===== src/rtl/encoder_read_scheduler.sv =====
// Round-robin scheduler sharing one I2C master among NUM_CH encoder/PID channels.
// Latches per-channel angles, pulses read-done, polices timeouts and tracks encoder faults.
module encoder_read_scheduler #(
  parameter int unsigned NUM_CH         = 4,
  parameter logic [15:0] GAP_CYCLES     = 16'd1000,
  parameter logic [15:0] TIMEOUT_CYCLES = 16'd50000,
  parameter logic [3:0]  FAULT_LIMIT    = 4'd3
) (
  input  logic                clock,
  input  logic                reset_n,
  input  logic [NUM_CH-1:0]   ch_enable,
  input  logic [NUM_CH-1:0]   fault_clear,
  output logic                i2c_start,
  output logic [2:0]          i2c_sel,
  output logic                i2c_abort,
  input  logic                i2c_done,
  input  logic                i2c_error,
  input  logic [11:0]         i2c_rdata,
  output logic [12*NUM_CH-1:0] angle_out,
  output logic [NUM_CH-1:0]   rd_done,
  output logic [NUM_CH-1:0]   fault,
  output logic                busy
);

  typedef enum logic [1:0] {IDLE, START, WAIT, RESULT} state_t;

  state_t      state_q, state_d;
  logic [2:0]  ptr_q, ptr_d;
  logic [2:0]  sel_q, sel_d;
  logic [15:0] gap_q, gap_d;
  logic [15:0] tout_q, tout_d;
  logic        ok_q, ok_d;
  logic        keep_q, keep_d;
  logic [NUM_CH-1:0][11:0] angle_q, angle_d;
  logic [NUM_CH-1:0][3:0]  fail_q, fail_d;
  logic [NUM_CH-1:0]       rd_done_q, rd_done_d;
  logic [NUM_CH-1:0]       fault_q, fault_d;

  logic [7:0]  en_ext;
  logic        grant_found;
  logic [2:0]  grant_idx;
  logic [3:0]  cand_sum;
  logic [3:0]  fail_next;
  logic        timeout_hit;

  assign en_ext      = 8'(ch_enable);
  assign timeout_hit = (tout_q == TIMEOUT_CYCLES - 16'd1);

  // First enabled channel after ptr, wrapping modulo NUM_CH.
  always_comb begin
    grant_found = 1'b0;
    grant_idx   = '0;
    cand_sum    = '0;
    for (int unsigned i = 1; i <= NUM_CH; i++) begin
      cand_sum = {1'b0, ptr_q} + 4'(i);
      if (cand_sum >= 4'(NUM_CH)) cand_sum = cand_sum - 4'(NUM_CH);
      if (!grant_found && en_ext[cand_sum[2:0]]) begin
        grant_found = 1'b1;
        grant_idx   = cand_sum[2:0];
      end
    end
  end

  always_comb begin
    state_d   = state_q;
    ptr_d     = ptr_q;
    sel_d     = sel_q;
    gap_d     = gap_q;
    tout_d    = tout_q;
    ok_d      = ok_q;
    keep_d    = keep_q;
    angle_d   = angle_q;
    fail_d    = fail_q;
    fault_d   = fault_q;
    rd_done_d = '0;
    fail_next = '0;

    case (state_q)
      IDLE: begin
        if (gap_q != '0) begin
          gap_d = gap_q - 16'd1;
        end else if (grant_found) begin
          sel_d   = grant_idx;
          ptr_d   = grant_idx;
          state_d = START;
        end
      end
      START: begin
        tout_d  = '0;
        state_d = WAIT;
      end
      WAIT: begin
        // rdata lands directly in angle_out on the edge into RESULT, so the
        // fresh angle is visible in the same cycle as the rd_done pulse.
        if (i2c_done) begin
          ok_d    = !i2c_error;
          keep_d  = en_ext[sel_q];
          state_d = RESULT;
          if (!i2c_error && en_ext[sel_q]) begin
            for (int unsigned k = 0; k < NUM_CH; k++) begin
              if (sel_q == 3'(k)) begin
                angle_d[k]   = i2c_rdata;
                rd_done_d[k] = 1'b1;
              end
            end
          end
        end else if (timeout_hit) begin
          ok_d    = 1'b0;
          keep_d  = en_ext[sel_q];
          state_d = RESULT;
        end else begin
          tout_d = tout_q + 16'd1;
        end
      end
      RESULT: begin
        for (int unsigned k = 0; k < NUM_CH; k++) begin
          if (sel_q == 3'(k) && keep_q) begin
            if (ok_q) begin
              fail_d[k] = '0;
            end else begin
              fail_next = (fail_q[k] == 4'd15) ? 4'd15 : fail_q[k] + 4'd1;
              fail_d[k] = fail_next;
              if (fail_next >= FAULT_LIMIT) fault_d[k] = 1'b1;
            end
          end
        end
        gap_d   = GAP_CYCLES;
        state_d = IDLE;
      end
      default: state_d = IDLE;
    endcase

    for (int unsigned k = 0; k < NUM_CH; k++) begin
      if (fault_clear[k]) begin
        fault_d[k] = 1'b0;
        fail_d[k]  = '0;
      end
    end
  end

  always_ff @(posedge clock or negedge reset_n) begin
    if (!reset_n) begin
      state_q   <= IDLE;
      ptr_q     <= 3'(NUM_CH - 1);
      sel_q     <= '0;
      gap_q     <= '0;
      tout_q    <= '0;
      ok_q      <= 1'b0;
      keep_q    <= 1'b0;
      angle_q   <= '0;
      fail_q    <= '0;
      rd_done_q <= '0;
      fault_q   <= '0;
    end else begin
      state_q   <= state_d;
      ptr_q     <= ptr_d;
      sel_q     <= sel_d;
      gap_q     <= gap_d;
      tout_q    <= tout_d;
      ok_q      <= ok_d;
      keep_q    <= keep_d;
      angle_q   <= angle_d;
      fail_q    <= fail_d;
      rd_done_q <= rd_done_d;
      fault_q   <= fault_d;
    end
  end

  always_comb begin
    angle_out = '0;
    for (int unsigned k = 0; k < NUM_CH; k++) begin
      angle_out[12*k +: 12] = angle_q[k];
    end
  end

  assign i2c_start = (state_q == START);
  assign i2c_abort = (state_q == WAIT) && !i2c_done && timeout_hit;
  assign i2c_sel   = sel_q;
  assign rd_done   = rd_done_q;
  assign fault     = fault_q;
  assign busy      = (state_q == START) || (state_q == WAIT);

endmodule


===== config.mk =====
export PLATFORM = sky130hd
export DESIGN_NAME = encoder_read_scheduler
export DESIGN_NICKNAME = d
export VERILOG_FILES = /design/src/rtl/encoder_read_scheduler.sv
export SDC_FILE = /design/constraint.sdc
export NUM_CORES = 1
export LEC_CHECK = 0
export CORE_MARGIN = 4
export CORE_UTILIZATION = 50
export DETAILED_ROUTE_END_ITERATION = 7
export HOLD_SLACK_MARGIN = 0.02
export PLACE_DENSITY = 0.75
export SYNTH_ARGS = -nofsm -noshare
export SYNTH_HDL_FRONTEND = slang
export SYNTH_SLANG_ARGS = --single-unit

===== constraint.sdc =====
create_clock -name clock -period 3.55 [get_ports clock]
set_clock_uncertainty 0.15 [all_clocks]
set_input_delay 0.71 -clock clock [delete_from_list [all_inputs] [get_ports clock]]
set_output_delay 0.71 -clock clock [all_outputs]
set_load 0.01 [all_outputs]

Yosys cells after proc, flatten, opt, wreduce, memory -nomap -nowiden
Cells that the tools add are included.
{"block": "totals", "ff_bits": 114, "inputBits": 24, "output_inout_bits": 62, "wordCells": 197}
{"block": "op_classes", "add_sub_neg": 14, "order_cmp": 13, "n_eq_ne": 21, "n_mux": 77, "n_bitwise": 1, "n_reduce_logical": 51}
{"operator": "4-bit two-way mux", "n": 20}
{"operator": "16-bit two-way mux", "n": 4}
{"operator": "16-bit case mux with 2 select lines", "n": 2}
{"operator": "1-bit two-way mux", "n": 33}
{"operator": "4-bit AND reduction", "n": 8}
{"operator": "2-bit nonzero test", "n": 15}
{"operator": "3-bit two-way mux", "n": 8}
{"operator": "3-bit by 4-bit less-than comparator with 1-bit output (second input constant)", "n": 5}
{"operator": "2-bit != test (second input constant)", "n": 9}
{"operator": "16-bit by 1-bit adder with 16-bit output (second input constant)", "n": 1}
{"operator": "4-bit by 1-bit adder with 4-bit output (second input constant)", "n": 4}
{"operator": "16-bit equality test (second input constant)", "n": 1}
{"operator": "4-bit equality test (second input constant)", "n": 4}
{"operator": "4-bit by 2-bit greater-or-equal comparator with 1-bit output (second input constant)", "n": 4}
{"operator": "4-bit by 3-bit greater-or-equal comparator with 1-bit output (second input constant)", "n": 4}
{"operator": "16-bit nonzero test", "n": 1}
{"operator": "16-bit by 1-bit subtractor with 16-bit output (second input constant)", "n": 1}
{"operator": "1-bit binary-select mux with 3-bit select", "n": 5}
{"operator": "2-bit AND reduction", "n": 6}
{"operator": "3-bit subtractor (second input constant)", "n": 4}
{"operator": "1-bit logical AND", "n": 10}
{"operator": "3-bit AND reduction", "n": 3}
{"operator": "3-bit by 2-bit adder with 4-bit output (second input constant)", "n": 2}
{"operator": "2-bit two-way mux", "n": 4}
{"operator": "13 further kinds", "n": 19}

Depth between registers and ports, before layout
{"block": "logic_depth", "word_depth": 18, "mapped_depth": 8, "depth_no_buf": 7}

Worst setup path after synthesis
Ideal clock, no wire load.
{"block": "synth_path", "path_kind": "register to register", "start": "register ptr_q[0]", "end": "register sel_q[0] (netlist: i2c_sel[0])", "arrival_time_ns": 2.699, "slack_ns": 0.573, "stages_incl_launch_ff": 9, "synth_period_minus_slack_ns": 2.977, "cell_sequence": "dfstp_2 -> buf_2 -> inv_1 -> ha_1 -> mux4_2 -> a222oi_1 -> nand3_1 -> nand2_1 -> mux2_1"}
{"block": "synth_between", "elab_chain_len": 16, "elab_cells_between_ends": 39, "cone_classes": "8 x add/sub; 4 x order compare; 20 x mux; 7 x reduce/logical"}
{"element": "from (decl)", "line": "28", "text": "logic [2:0] ptr_q, ptr_d;"}
{"element": "from (signal assigned)", "line": "144", "text": "ptr_q <= 3'(NUM_CH - 1);"}
{"element": "from (signal assigned)", "line": "156", "text": "ptr_q <= ptr_d;"}
{"element": "3-bit by 1-bit adder with 4-bit output", "line": "55", "text": "cand_sum = {1'b0, ptr_q} + 4'(i);"}
{"element": "4-bit by 3-bit greater-or-equal comparator with 1-bit output / 3-bit subtractor (equally long branches)", "line": "56", "text": "if (cand_sum >= 4'(NUM_CH)) cand_sum = cand_sum - 4'(NUM_CH);"}
{"element": "3-bit two-way mux", "line": "56"}
{"element": "1-bit binary-select mux with 3-bit select", "line": "57", "text": "if (!grant_found && en_ext[cand_sum[2:0]]) begin"}
{"element": "1-bit two-way mux (not written as such)", "line": "57"}
{"element": "1-bit two-way mux", "line": "57"}
{"element": "1-bit zero test", "line": "57"}
{"element": "1-bit logical AND", "line": "57"}
{"element": "1-bit two-way mux", "line": "57"}
{"element": "1-bit zero test", "line": "57"}
{"element": "1-bit logical AND", "line": "57"}
{"element": "1-bit two-way mux", "line": "57"}
{"element": "1-bit zero test", "line": "57"}
{"element": "1-bit logical AND", "line": "57"}
{"element": "1-bit two-way mux", "line": "57"}
{"element": "3-bit AND reduction (no line)"}
{"element": "to (signal assigned)", "line": "157", "text": "sel_q <= sel_d;"}
{"element": "to (decl)", "line": "29", "text": "logic [2:0] sel_q, sel_d;"}
Parallel ways exist; a longest one is shown, timed or not. The select of a mux whose other input is x is not followed.
A chain may end at the register's enable or synchronous reset.

Worst setup path after layout
{"block": "layout_path", "start": "register state_q[0]", "end": "output port i2c_abort"}
{"block": "layout_between", "elab_chain_len": 3}
{"element": "from (decl)", "line": "27", "text": "state_t state_q, state_d;"}
{"element": "from (signal assigned)", "line": "155", "text": "state_q <= state_d;"}
{"element": "2-bit equality test", "line": "177", "text": "assign i2c_abort = (state_q == WAIT) && !i2c_done && timeout_hit;"}
{"element": "1-bit logical AND (2 in a row)", "line": "177"}
{"element": "to (decl)", "line": "15", "text": "output logic i2c_abort,"}
No other way between the ends.

==> metrics.csv <==
stage,metric,value,unit
run_status,status,completed,
floorplanning,IO Count,86,
drt,post-route ant nets,0,
final_layout,share of layout cells above drive strength 1,15.4,%
final_layout,# diodes,0,
cts,Num Clock Sinks,113,
pwr,Total Power,2.95,mW
final_layout,area grow syn2layout,28.2,%
timing,total negative setup slack,0,ns
final_layout,"most common cell after layout, fill and taps aside",dfrtp_1,
floorplanning,core area,0.0109,sq mm
synth,top_reg_cell synth,dfrtp_1,
synth,Post-Synth Adder-Cell Area,2.90,%
cts,Root Driver,clkbuf_8,
setup_path,Worst setup EP type,primary output,
drt,drt initial violations,364,
drt,final wirelength,13100,um
synth,Post-Synth Simple-Gate Area,16.0,%
setup_path,most frequent CP cell,inv_1,
synth,Synth cell types,60,
worst_hold_path,worst min path class,reg2reg,
synth,post-synthesis sequential area ratio,50.5,%
pwr,worst vdd ir,415,uV
final_layout,Fill cells,846,
pwr,Int Pwr,2.32,mW
setup_path,CP max FO,12,
setup_path,CP Cell Sequence,inv_1 > ha_1 > inv_1 > nor3_1 > clkdlybuf4s50_1,
pwr,Sw Share,21.1,%
cts,H-tree depth,4,
grt,total track usage,21.2,%
pwr,Combinational Power Share,3.0,%
timing,Final period util,93.6,%
cts,Clock transition at path regs,0.05,ns
place,RePlAce Congestion,0.819,
grt,first-pass GRT wire length,22100,um
setup_path,crit path kind,reg2out,
final_layout,Finished Layout Cells,763,
floorplanning,chip width,114,um
pwr,Leakage,3.17,nW
final_layout,FF/Latch Area,0.00283,sq mm
synth,mux share of post-synthesis cell area,13.6,%
flow_run,Max Cap Viol,0,
floorplanning,row count,38,
timing,Final min period,3.32,ns
timing,final worst slack,0.228,ns
synth,Synth warnings,0,
final_layout,"commonest non-fill, non-tap cells in the layout","dfrtp_1, clkdlybuf4s50_1, mux2_2, nor2_1",
place,DP HPWL,9220,um
place,IO Port Bufs,85,
synth,synthesized area,0.00560,sq mm
drt,drc violations,0,
synth,post-synth net total,550,
grt,vias in the first global route,4524,
pwr,Power Density,410,mW/mm^2
floorplanning,Die Footprint,0.0130,sq mm
synth,async set-or-reset flop fraction in the synthesized netlist,100,%
setup_path,worst path required time,2.69,ns
cts,setup bufs post-CTS,0,
synth,flip-flop and latch count after synthesis,113,
synth,Synth Area in Compound Gates,12.7,%
synth,Post-Syn Area per Cell,10.9,sq um
timing,Finish-stage setup viols,0,
timing,Slew HR,49.5,%
synth,number of synthesized flops with an enable pin,0,
setup_path,startpoint types,flop,
pwr,switching pwr,0.623,mW
drt,total number of vias,4433,
synth,cells after synthesis,513,
grt,largest net degree at the start of global routing,39,
place,Post-Place Worst Slack,0.363,ns
synth,post-synthesis xor/xnor area fraction,1.56,%
place,post-placement cell count,730,
setup_path,CP peak stage delay,0.56,ns
grt,initial antenna violation count,0,
drt,vias per std cell,5.81,
synth,main combinational cell family by area after synthesis,simple AND/OR/NAND/NOR gates,
floorplanning,die height,114,um
cts,CTS Buf Count,17,
grt,grt total ovfl,0,
drt,Routed WL per cell,17.1,um
final_layout,footprint of the multi-input gates,0.00262,sq mm
timing,fin. max-slew vios,0,
cts,deepest clock path buffer count,2,
cts,CTS tree,yes,
timing,final hold vios,0,
pwr,Clock Power Share,53.2,%
floorplanning,Starting Density,51.5,%
pwr,Seq pwr share,43.8,%
drt,Pre-Repair DR Iteration Count,5,
timing,unrepaired setup endpoints after global routing,false,
final_layout,Layout Nets,647,
timing,worst-margin pin slew,0.752,ns
setup_path,CP arrival,2.46,ns
setup_path,Crit-path slowest cell,clkdlybuf4s50_1,
cts,clock latency on the worst-skew pair,0.51,ns
timing,Max Freq,0.301,GHz
==> cells in the mapped netlist (3+ instances only) <==
cell type / n / area share [%]
mux2_2: 47 / 9.4
nand4_1: 10 / 1.1
clkbuf_1: 7 / 0.47
dfrtp_1: 111 / 50
or3_1: 5 / 0.56
a41oi_1: 5 / 0.78
inv_1: 22 / 1.5
nand3_1: 24 / 2.1
or4_1: 6 / 0.80
mux2i_1: 5 / 0.89
nor4bb_1: 3 / 0.54
buf_2: 9 / 0.80
ha_1: 13 / 2.9
o2bb2ai_1: 6 / 0.94
a22oi_1: 3 / 0.40
xnor2_1: 7 / 1.1
o21ai_0: 22 / 2.0
nor2_1: 33 / 2.2
xor2_1: 3 / 0.47
nor2b_1: 8 / 0.89
o21ai_1: 5 / 0.45
a21oi_1: 32 / 2.9
nor4_1: 4 / 0.45
mux2_1: 10 / 2.0
o31ai_1: 8 / 1.1
nor3_1: 9 / 0.80
a22o_1: 10 / 1.6
nand2_1: 32 / 2.1
nand2b_1: 13 / 1.5
==> path summary, 6_finish.rpt <==
kind,startpoint,end,slack (ns),depth (start not counted)
hold / removal,ok_q,ok_q,0.32,1
hold reg to reg,ok_q,ok_q,0.32,1
min in group asynchronous,reset_n,state_q[0],0.55,2
max in group asynchronous,reset_n,angle_out[12],1.85,3
setup reg to reg,ptr_q[0],i2c_sel[0],0.33,7
setup / recovery,state_q[0],i2c_abort,0.23,5
==> registers in the layout, summed over array words and instances, names as in the netlist, 2 cells and up, named ones only <==
register and count:
angle_out 48, fail_q 16, fault 4, gap_q 16
i2c_sel 2, ptr_q 2, rd_done 4, state_q 2
tout_q 16
==> stage by stage <==
stage                     hold slack (ns)  utilization (%)  area (sq um)
after floorplan                     0.264                -          5600
after global placement              0.310             60.8          6620
after detailed placement            0.314             60.8          6620
after CTS                           0.328             66.0          7190
after global routing                0.369             66.0          7190
final                               0.325             66.0          7190
==> critical path, delay by kind of cell (launching register included) <==
kind	cells	cell delay, ns
fa+ha+maj	1	0.41
buf+inv	3	0.92
flops	1	0.40
simple gates	1	0.22
==> cells by family after synthesis <==
logic type,count (synthesis)
simple gates,167
xor+xnor,10
mux,65
fa+ha+maj,13
flops,113
compound gates,107
buf+inv,38
==> routing by layer <==
layer / share of wire, % / track usage (%) / wire length [um] / up-vias
met2: 51 / 35.4 / 6670 / 124
met4: 2.4 / 8.63 / 318 / 0
met1: 42 / 26.6 / 5450 / 2194
met3: 4.7 / 5.09 / 618 / 31
li1: - / - / - / 2084
met5: 0 / 0 / 0 / -
==> final cells by class <==
type	instances	area share (%)
Multi-Input combinational cell	362	36.5
Inverter	22	1.15
Sequential cell	113	39.4
Timing Repair Buffer	94	12.8
Clock buffer	24	6.69
Clock inverter	8	1.10
Tap cell	140	2.44
==> power groups by stage <==
stage                     sequential, mW  clock [mW]  combinational (mW)
final                               1.29        1.57              0.0879
after global routing                1.29        1.66              0.0976
after CTS                           1.29        1.60              0.0896
after detailed placement            1.31           0              0.0882
after global placement              1.31           0              0.0856
after floorplan                     1.31           0              0.0194
==> what timing repair did <==
item | CTS | global route
endpoints found under the setup margin | 0 | 0
hold buffers | 1 | 0
hold endpoints to repair | 33 | 0
resized for setup | 0 | 0
(Power assumes the default switching activity.)
